$ cat config.mk
export PLATFORM = sky130hd
export DESIGN_NAME = alu_issue_ctrl_flat
export DESIGN_NICKNAME = d
export VERILOG_FILES = /design/src/rtl/alu_pkg.sv /design/src/rtl/alu_issue_ctrl_if.sv /design/src/rtl/alu_regfile.sv /design/src/rtl/alu_issue_ctrl.sv /design/src/flat_wrapper.sv
export SDC_FILE = /design/constraint.sdc
export NUM_CORES = 1
export LEC_CHECK = 0
export ABC_AREA = 1
export CAP_MARGIN = 30
export CORE_MARGIN = 2
export CORE_UTILIZATION = 35
export CTS_BUF_LIST = sky130_fd_sc_hd__clkbuf_8 sky130_fd_sc_hd__clkbuf_16
export CTS_CLUSTER_DIAMETER = 50
export CTS_CLUSTER_SIZE = 12
export DETAILED_ROUTE_END_ITERATION = 6
export SETUP_SLACK_MARGIN = 0.05
export SYNTH_ARGS = -nofsm -noshare
export SYNTH_HDL_FRONTEND = slang
export SYNTH_SLANG_ARGS = --single-unit
$ cat constraint.sdc
create_clock -name clk -period 8.2 [get_ports clk]
set_input_delay 1.64 -clock clk [delete_from_list [all_inputs] [get_ports clk]]
set_output_delay 1.64 -clock clk [all_outputs]
set_load 0.1 [all_outputs]
$ cat src/rtl/alu_pkg.sv
// Shared definitions for the ALU issue controller: widths, opcodes, FSM states
// and instruction field positions.
package alu_pkg;

    localparam int DATA_W = 16;
    localparam int REG_N  = 8;
    localparam int ADDR_W = 3;
    localparam int IMM_W  = 8;

    localparam logic [1:0] OP_ADD = 2'b00;
    localparam logic [1:0] OP_SUB = 2'b01;
    localparam logic [1:0] OP_AND = 2'b10;
    localparam logic [1:0] OP_OR  = 2'b11;

    localparam logic KIND_ALU = 1'b0;
    localparam logic KIND_LDI = 1'b1;

    // Instruction layout: [15] kind, [14:13] op, [12:10] rd, [9:7] rs1, [6:4] rs2, [7:0] imm
    localparam int KIND_BIT = 15;
    localparam int OP_HI    = 14;
    localparam int OP_LO    = 13;
    localparam int RD_HI    = 12;
    localparam int RD_LO    = 10;
    localparam int RS1_HI   = 9;
    localparam int RS1_LO   = 7;
    localparam int RS2_HI   = 6;
    localparam int RS2_LO   = 4;
    localparam int IMM_HI   = 7;
    localparam int IMM_LO   = 0;

    typedef enum logic [1:0] {
        IDLE = 2'b00,
        READ = 2'b01,
        EXEC = 2'b10,
        WB   = 2'b11
    } state_t;

endpackage

$ cat src/rtl/alu_issue_ctrl_if.sv
// Bundles the instruction handshake, the ALU operand/result bus and the
// write-back report of the issue controller.
interface alu_issue_ctrl_if;
    import alu_pkg::*;

    logic              instr_valid;
    logic [15:0]       instr;
    logic              instr_ready;
    logic [1:0]        alu_op;
    logic [DATA_W-1:0] alu_a;
    logic [DATA_W-1:0] alu_b;
    logic [DATA_W-1:0] alu_o;
    logic              alu_cout;
    logic              wb_valid;
    logic [ADDR_W-1:0] wb_addr;
    logic [DATA_W-1:0] wb_data;

    modport master (
        input  instr_valid, instr, alu_o, alu_cout,
        output instr_ready, alu_op, alu_a, alu_b, wb_valid, wb_addr, wb_data
    );

    modport slave (
        output instr_valid, instr, alu_o, alu_cout,
        input  instr_ready, alu_op, alu_a, alu_b, wb_valid, wb_addr, wb_data
    );

endinterface

$ cat src/rtl/alu_regfile.sv
// NREG x DW register file: two combinational read ports, one synchronous write
// port, r0 hardwired to zero, whole array cleared by asynchronous reset.
module alu_regfile #(
    parameter int DW   = 16,
    parameter int NREG = 8,
    parameter int RAW  = 3
) (
    input  logic           clk,
    input  logic           reset,
    input  logic [RAW-1:0] raddr_a,
    input  logic [RAW-1:0] raddr_b,
    output logic [DW-1:0]  rdata_a,
    output logic [DW-1:0]  rdata_b,
    input  logic           we,
    input  logic [RAW-1:0] waddr,
    input  logic [DW-1:0]  wdata
);

    logic [DW-1:0] regs [NREG];

    always_ff @(posedge clk or posedge reset) begin
        if (reset) begin
            for (int i = 0; i < NREG; i++) begin
                regs[i] <= '0;
            end
        end else if (we && (waddr != '0)) begin
            regs[waddr] <= wdata;
        end
    end

    assign rdata_a = (raddr_a == '0) ? '0 : regs[raddr_a];
    assign rdata_b = (raddr_b == '0) ? '0 : regs[raddr_b];

endmodule

$ cat src/rtl/alu_issue_ctrl.sv
// Multi-cycle issue controller for the 2-bit-opcode ALU: accepts, decodes, reads
// operands, drives the ALU and writes back. ALU_FLAGS_EN adds z/n/c flag outputs.
module alu_issue_ctrl
    import alu_pkg::*;
#(
    parameter int DW   = DATA_W,
    parameter int NREG = REG_N,
    parameter int RAW  = ADDR_W
) (
    input  logic clk,
    input  logic reset,
    alu_issue_ctrl_if.master bus,
`ifdef ALU_FLAGS_EN
    output logic flag_z,
    output logic flag_n,
    output logic flag_c,
`endif
    output logic busy
);

    state_t         state;
    logic [1:0]     op_q;
    logic [RAW-1:0] rd_q;
    logic [RAW-1:0] rs1_q;
    logic [RAW-1:0] rs2_q;
    logic [DW-1:0]  result_q;
    logic [DW-1:0]  rdata_a;
    logic [DW-1:0]  rdata_b;

`ifdef ALU_FLAGS_EN
    logic kind_q;
    logic cout_q;
`else
    logic unused_cout;
    assign unused_cout = bus.alu_cout;
`endif

    alu_regfile #(
        .DW  (DW),
        .NREG(NREG),
        .RAW (RAW)
    ) u_regfile (
        .clk    (clk),
        .reset  (reset),
        .raddr_a(rs1_q),
        .raddr_b(rs2_q),
        .rdata_a(rdata_a),
        .rdata_b(rdata_b),
        .we     (state == WB),
        .waddr  (rd_q),
        .wdata  (result_q)
    );

    // The register write lands on the edge leaving WB, so a following READ sees it.
    always_ff @(posedge clk or posedge reset) begin
        if (reset) begin
            state           <= IDLE;
            op_q            <= OP_ADD;
            rd_q            <= '0;
            rs1_q           <= '0;
            rs2_q           <= '0;
            result_q        <= '0;
            bus.instr_ready <= 1'b1;
            bus.alu_op      <= OP_ADD;
            bus.alu_a       <= '0;
            bus.alu_b       <= '0;
            bus.wb_valid    <= 1'b0;
            bus.wb_addr     <= '0;
            bus.wb_data     <= '0;
            busy            <= 1'b0;
`ifdef ALU_FLAGS_EN
            kind_q          <= KIND_ALU;
            cout_q          <= 1'b0;
            flag_z          <= 1'b0;
            flag_n          <= 1'b0;
            flag_c          <= 1'b0;
`endif
        end else begin
            bus.wb_valid <= 1'b0;
            case (state)
                IDLE: begin
                    if (bus.instr_valid && bus.instr_ready) begin
                        op_q            <= bus.instr[OP_HI:OP_LO];
                        rd_q            <= bus.instr[RD_HI:RD_LO];
                        rs1_q           <= bus.instr[RS1_HI:RS1_LO];
                        rs2_q           <= bus.instr[RS2_HI:RS2_LO];
                        bus.instr_ready <= 1'b0;
                        busy            <= 1'b1;
`ifdef ALU_FLAGS_EN
                        kind_q          <= bus.instr[KIND_BIT];
`endif
                        if (bus.instr[KIND_BIT] == KIND_LDI) begin
                            result_q <= {{(DW-IMM_W){1'b0}}, bus.instr[IMM_HI:IMM_LO]};
                            state    <= WB;
                        end else begin
                            state    <= READ;
                        end
                    end
                end
                READ: begin
                    bus.alu_op <= op_q;
                    bus.alu_a  <= rdata_a;
                    bus.alu_b  <= rdata_b;
                    state      <= EXEC;
                end
                EXEC: begin
                    result_q <= bus.alu_o;
`ifdef ALU_FLAGS_EN
                    cout_q   <= bus.alu_cout;
`endif
                    state    <= WB;
                end
                WB: begin
                    bus.wb_valid    <= 1'b1;
                    bus.wb_addr     <= rd_q;
                    bus.wb_data     <= result_q;
                    bus.instr_ready <= 1'b1;
                    busy            <= 1'b0;
`ifdef ALU_FLAGS_EN
                    if (kind_q == KIND_ALU) begin
                        flag_z <= (result_q == '0);
                        flag_n <= result_q[DW-1];
                        flag_c <= cout_q;
                    end
`endif
                    state <= IDLE;
                end
                default: state <= IDLE;
            endcase
        end
    end

endmodule

$ cat src/flat_wrapper.sv
// flat-port wrapper written by rule: the top's interface ports become plain ports
module alu_issue_ctrl_flat import alu_pkg::*;
#(
    parameter int DW   = DATA_W,
    parameter int NREG = REG_N,
    parameter int RAW  = ADDR_W
)
  (clk, reset, busy, bus_instr_valid, bus_instr, bus_alu_o, bus_alu_cout, bus_instr_ready, bus_alu_op, bus_alu_a, bus_alu_b, bus_wb_valid, bus_wb_addr, bus_wb_data);
  alu_issue_ctrl_if bus_i ();
  input  logic clk;
  input  logic reset;
  output logic busy;
  input wire logic [$bits(bus_i.instr_valid)-1:0] bus_instr_valid;
  input wire logic [$bits(bus_i.instr)-1:0] bus_instr;
  input wire logic [$bits(bus_i.alu_o)-1:0] bus_alu_o;
  input wire logic [$bits(bus_i.alu_cout)-1:0] bus_alu_cout;
  output wire logic [$bits(bus_i.instr_ready)-1:0] bus_instr_ready;
  output wire logic [$bits(bus_i.alu_op)-1:0] bus_alu_op;
  output wire logic [$bits(bus_i.alu_a)-1:0] bus_alu_a;
  output wire logic [$bits(bus_i.alu_b)-1:0] bus_alu_b;
  output wire logic [$bits(bus_i.wb_valid)-1:0] bus_wb_valid;
  output wire logic [$bits(bus_i.wb_addr)-1:0] bus_wb_addr;
  output wire logic [$bits(bus_i.wb_data)-1:0] bus_wb_data;
  assign bus_i.instr_valid = bus_instr_valid;
  assign bus_i.instr = bus_instr;
  assign bus_i.alu_o = bus_alu_o;
  assign bus_i.alu_cout = bus_alu_cout;
  assign bus_instr_ready = bus_i.instr_ready;
  assign bus_alu_op = bus_i.alu_op;
  assign bus_alu_a = bus_i.alu_a;
  assign bus_alu_b = bus_i.alu_b;
  assign bus_wb_valid = bus_i.wb_valid;
  assign bus_wb_addr = bus_i.wb_addr;
  assign bus_wb_data = bus_i.wb_data;
  alu_issue_ctrl #(.DW(DW), .NREG(NREG), .RAW(RAW)) u_core (.clk(clk), .reset(reset), .bus(bus_i), .busy(busy));
endmodule
Yosys cells after proc, flatten, opt, wreduce, memory -nomap -nowiden

Cells that the tools add are included.

Word-level logic and storage cells: 68
Register bits after elaboration: 213
Input bits: 36
Output and inout port bits: 56

Muxes and demuxes: 22
Reductions and logical operators: 12
Bitwise logic cells: 3
Eq/ne operators: 5
$lt $le $gt $ge: 4

Operators by type and width:

| kind                                                                          | number |
|---|---|
| 16-bit two-way mux                                                            | 9 |
| 128-bit bitwise mux                                                           | 1 |
| 16-bit binary-select mux with 3-bit select                                    | 2 |
| 16-bit demux with 3-bit select                                                | 1 |
| 16-bit case mux with 2 select lines                                           | 1 |
| 4-bit >= comparator (second input constant)                                   | 3 |
| 3-bit NOT with 4-bit output                                                   | 3 |
| 2-bit case mux with 4 select lines                                            | 1 |
| 3-bit zero test                                                               | 2 |
| 2-bit equality test (second input constant)                                   | 2 |
| 4-bit by 1-bit less-than comparator with 1-bit output (second input constant) | 1 |
| 2-bit two-way mux                                                             | 2 |
| 1-bit case mux with 2 select lines                                            | 2 |
| 2-bit AND reduction                                                           | 2 |
| 2-bit nonzero test                                                            | 2 |
| 1-bit logical AND                                                             | 3 |
| 1-bit two-way mux                                                             | 3 |
| 3-bit AND reduction                                                           | 1 |
| 3-bit nonzero test                                                            | 1 |
| 2-bit by 1-bit equality test with 1-bit output (second input constant)        | 1 |
| 2-bit zero test                                                               | 1 |
| 2-bit by 1-bit inequality test with 1-bit output (second input constant)      | 1 |
| 2-bit inequality test (second input constant)                                 | 1 |

Logic depth before layout (Yosys ltp)

Word-level depth: 6
Depth in mapped cells: 9
Mapped depth without buffers: 8

Hierarchy

From an unflattened synthesis, not the netlist that was laid out.

Cell total of the unflattened synthesis: 1444
Area total of the unflattened synthesis: 10939.2 sq um

By module, submodules not included:

| module         | cells each | sequential area each (sq um) | instances | area each (sq um) |
|---|---|---|---|---|
| alu_regfile    | 1099       | 3203.1                       | 1         | 7458.4 |
| alu_issue_ctrl | 345        | 2128.3                       | 1         | 3480.8 |

Least setup slack after synthesis

OpenSTA, ideal clock, no wires.

Path type: flip-flop to output port
Start: reg u_core.bus.alu_a[14]
End: out bus_alu_a[14]
Path buffers: 0
Required time: 6.560 ns
Path slack: 5.662 ns
Arrival time: 0.898 ns
Stages on the path, launching flop included: 1
Cell sequence: dfrtp_1

RTL lines:

| what                   | line                    | source |
|---|---|---|
| from (decl)            | alu_issue_ctrl_if.sv:20 | `output instr_ready, alu_op, alu_a, alu_b, wb_valid, wb_addr, wb_data` |
| from (signal assigned) | alu_issue_ctrl.sv:102   | `bus.alu_a <= rdata_a;` |
| to (decl)              | flat_wrapper.sv:19      | `output wire logic [$bits(bus_i.alu_a)-1:0] bus_alu_a;` |

No word-level cell between the ends.

Worst setup path after layout

Start: reg u_core.bus.instr_ready
End: out bus_instr_ready

RTL lines:

| what                   | line                    | source |
|---|---|---|
| from (decl)            | alu_issue_ctrl_if.sv:20 |  |
| from (signal assigned) | alu_issue_ctrl.sv:63    | `bus.instr_ready <= 1'b1;` |
| from (signal assigned) | alu_issue_ctrl.sv:87    | `bus.instr_ready <= 1'b0;` |
| from (signal assigned) | alu_issue_ctrl.sv:117   | `bus.instr_ready <= 1'b1;` |
| to (decl)              | flat_wrapper.sv:17      | `output wire logic [$bits(bus_i.instr_ready)-1:0] bus_instr_ready;` |

No word-level cell between the ends.

==> results.md <==
- Mean Syn Cell Area: 7.60 sq um
- Die height: 168 microns
- EDFF count, synth: 0
- Die area: 28400 sq um
- Worst-Margin Slew: ~1.1 ns
- CTS root buf: clkbuf_16
- Slew Limit Headroom: 29.5%
- Crit path arrival time: 2.14 ns
- FF+latch count, synth: 197
- Synth warn: 0
- Largest net degree at the start of global routing: 89
- First-pass GRT wire length: 45500 microns
- VDD IR max: 0.394 mV
- Post-CTS sizing: 0
- Worst setup SP type: flip-flop
- Vias in the first global route: 8120
- Beginning of the critical path: u_core.bus.instr_ready
- Initial antenna violation count: 1
- DRT antenna net count: 0
- Fin crit share: 46.1%
- DR pass1 iterations: 5
- Clk buf depth: 2
- Post-Route WL: 28100 microns
- IO Port Bufs: 90
- Post-synth top cells: nand2_1, dfrtp_1, nand3_1, o21ai_0, inv_1
- N_diodes: 0
- GRT Total Usage: about a fifth
- Setup violations, final: 0
- Setup TNS: 0 ns
- Core area: 26700 sq um
- Worst Setup End Kind: primary output
- Starting Density: a little over a third
- Cell count after placement: 1614
- Main synth FF type: dfrtp_1
- WL per Instance: 17.1 microns
- Worst r2r src: u_core.rs2_q[1]
- Ratio of cells with drive above 1 in the final layout: under 10%
- Post-DP HPWL: 16700 microns
- Worst-path cell chain: clkdlybuf4s50_1
- Clk pin slew, worst setup/hold paths: 0.07 ns
- CP Data Required Time: 6.56 ns
- Overall power: 5.39 mW
- Fin. Hold Viols: 0
- Hold Buf Count CTS: 0
- Top cell type's share of synthesized area: 51.8%
- Horiz. Die Dim: roughly 170 microns
- CTS Buf Count: 17
- Crit-path slowest cell: clkdlybuf4s50_1
- Final Non-Filler Cells: ~1600
- RSZ-0062 raised after global routing: false
- Post-Syn Area: 9460 sq um
- Cell family with most CP delay: buffers and inverters
- Synth Instances: 1246
- I/O pin count: 92
- Post-CTS setup buffer count: 0
- Syn Nets: 1288
- Hold path start: u_core.bus.alu_op[1]
- Vias: 8290
- Synth area leader: dfrtp_1
- Site row count: 60
- Synth top area cells: dfrtp_1, nand2_1, nand3_1, o21ai_0, inv_1
- Detailed Route Iter0 Violations: between 700 and 800
- Power density over cell area: 481 nW/um^2
- CTS tree: done
- HP Class: flip-flop to flip-flop
- Min setup slack post-route: 4.42 ns
- WS Path Type: flip-flop to primary output
- FMAX: about 260 MHz
- Insertion delay to the later sink of the worst-skew pair: 0.45 ns
- Seq/Total Area, Yosys: 52.1%
- Clk_skew: 0.0161 ns
- Core Util, Final: 41.9%
- Synth unique cells: 24
- Filler Cell Count: 2710
- Status: finished clean
- Crit Path Max Fanout: 4
- Pins Over Slew Limit: 0
- Clock sink count: 197
- Max Cap Viol: 0
- Nets: 1334
- CTS H-tree lvls: 4
- CP max stage delay: 1.13 ns
- Final min period: ~3.8 ns
- Bufs and invs on worst path: 1
- Post-synth ARST share: 100%
- Pre-CTS WS: 4.50 ns
- Leak Pwr: between 5 and 6 nW
- Post-route DRC violation count: 0
- Count leader, synth: nand2_1
- Layout area overhead: 18.4%
- Grt ovf: 0
- Placer Congestion: a little under 0.8
- Via/cell ratio: 5.04
==> logic make-up (layout without fill, tap and decap cells) <==
| kind of cell | count (synthesis) | after routing | synth area share, % |
|---|---|---|---|
| fa+ha+maj | 6 | 6 | 0.793 |
| simple gates | 707 | 707 | 30.6 |
| flops | 197 | 197 | 52.1 |
| compound gates | 179 | 179 | 9.56 |
| buf+inv | 157 | 216 | 6.97 |
==> area by class of cell <==
| cell class | count | area [sq um] | area share [%] |
|---|---|---|---|
| tap | 341 | 427 | 3.81 |
| sequential | 197 | 4930 | 44.0 |
| timing repair buffer | 103 | 1070 | 9.55 |
| clock buffer | 17 | 425 | 3.80 |
| clock inverter | 15 | 164 | 1.46 |
| inverter | 81 | 312 | 2.78 |
| multi-input combinational | 892 | 3880 | 34.6 |
==> stage by stage <==
stage	hold WS (ns)	cell area, sq um
final	0.477	11200
after global routing	0.500	11200
after CTS	0.485	11200
after detailed placement	0.467	10600
after global placement	0.465	10500
after floorplan	0.449	9460
==> power by group <==
part	internal, mW	switching (mW)	total [mW]
logic	0.749	2.07	2.81
clock network	0.433	0.419	0.852
registers	1.39	0.340	1.73
total	2.57	2.82	5.39
==> path summary, 6_finish.rpt <==
path | end | slack (ns) | cells past startpoint
max in group asynchronous | u_core.u_regfile.regs[6] | 5.07 | 4
worst min-delay path | u_core.bus.alu_op[1] | 0.48 | 2
min in group asynchronous | u_core.bus.wb_data[11] | 1.59 | 2
worst max register to register | u_core.bus.alu_b[14] | 5.28 | 6
worst max-delay path | bus_instr_ready | 4.42 | 1
worst min register to register | u_core.bus.alu_op[1] | 0.48 | 2
==> sequential cells by signal (all words and copies together) (netlist names), 2 cells and up <==
register and cells:
u_core.bus.wb_data 16, u_core.rs2_q 3, u_core.bus.alu_b 16, u_core.rs1_q 3
u_core.bus.alu_op 2, u_core.op_q 2, u_core.bus.wb_addr 3, u_core.state 2
u_core.u_regfile.regs 112, u_core.result_q 16, u_core.rd_q 3, u_core.bus.alu_a 16
==> cells in the final DEF (no fill, tap or decap), types with 2 or more instances in the layout <==
master	synthesis	final
o21ai_1	10	10
clkbuf_16	0	17
clkinv_1	3	3
inv_6	0	4
nand3_2	2	3
nand3_1	158	157
a21oi_1	32	32
buf_4	7	9
nand2_1	515	515
ha_1	6	6
clkinvlp_4	0	3
nor2_1	28	28
clkdlybuf4s50_1	0	90
o21ai_0	134	134
dfrtp_1	196	195
inv_1	71	70
inv_8	0	4
buf_16	0	3
inv_2	7	7
clkinv_4	0	3
nor2_4	2	2
==> routing by layer <==
layer,wire length [microns],GRT usage [%]
met1,13200,29.7
met2,12500,32.8
met3,2250,4.30
met4,165,3.67
met5,0,0
(Power assumes the default switching activity.)
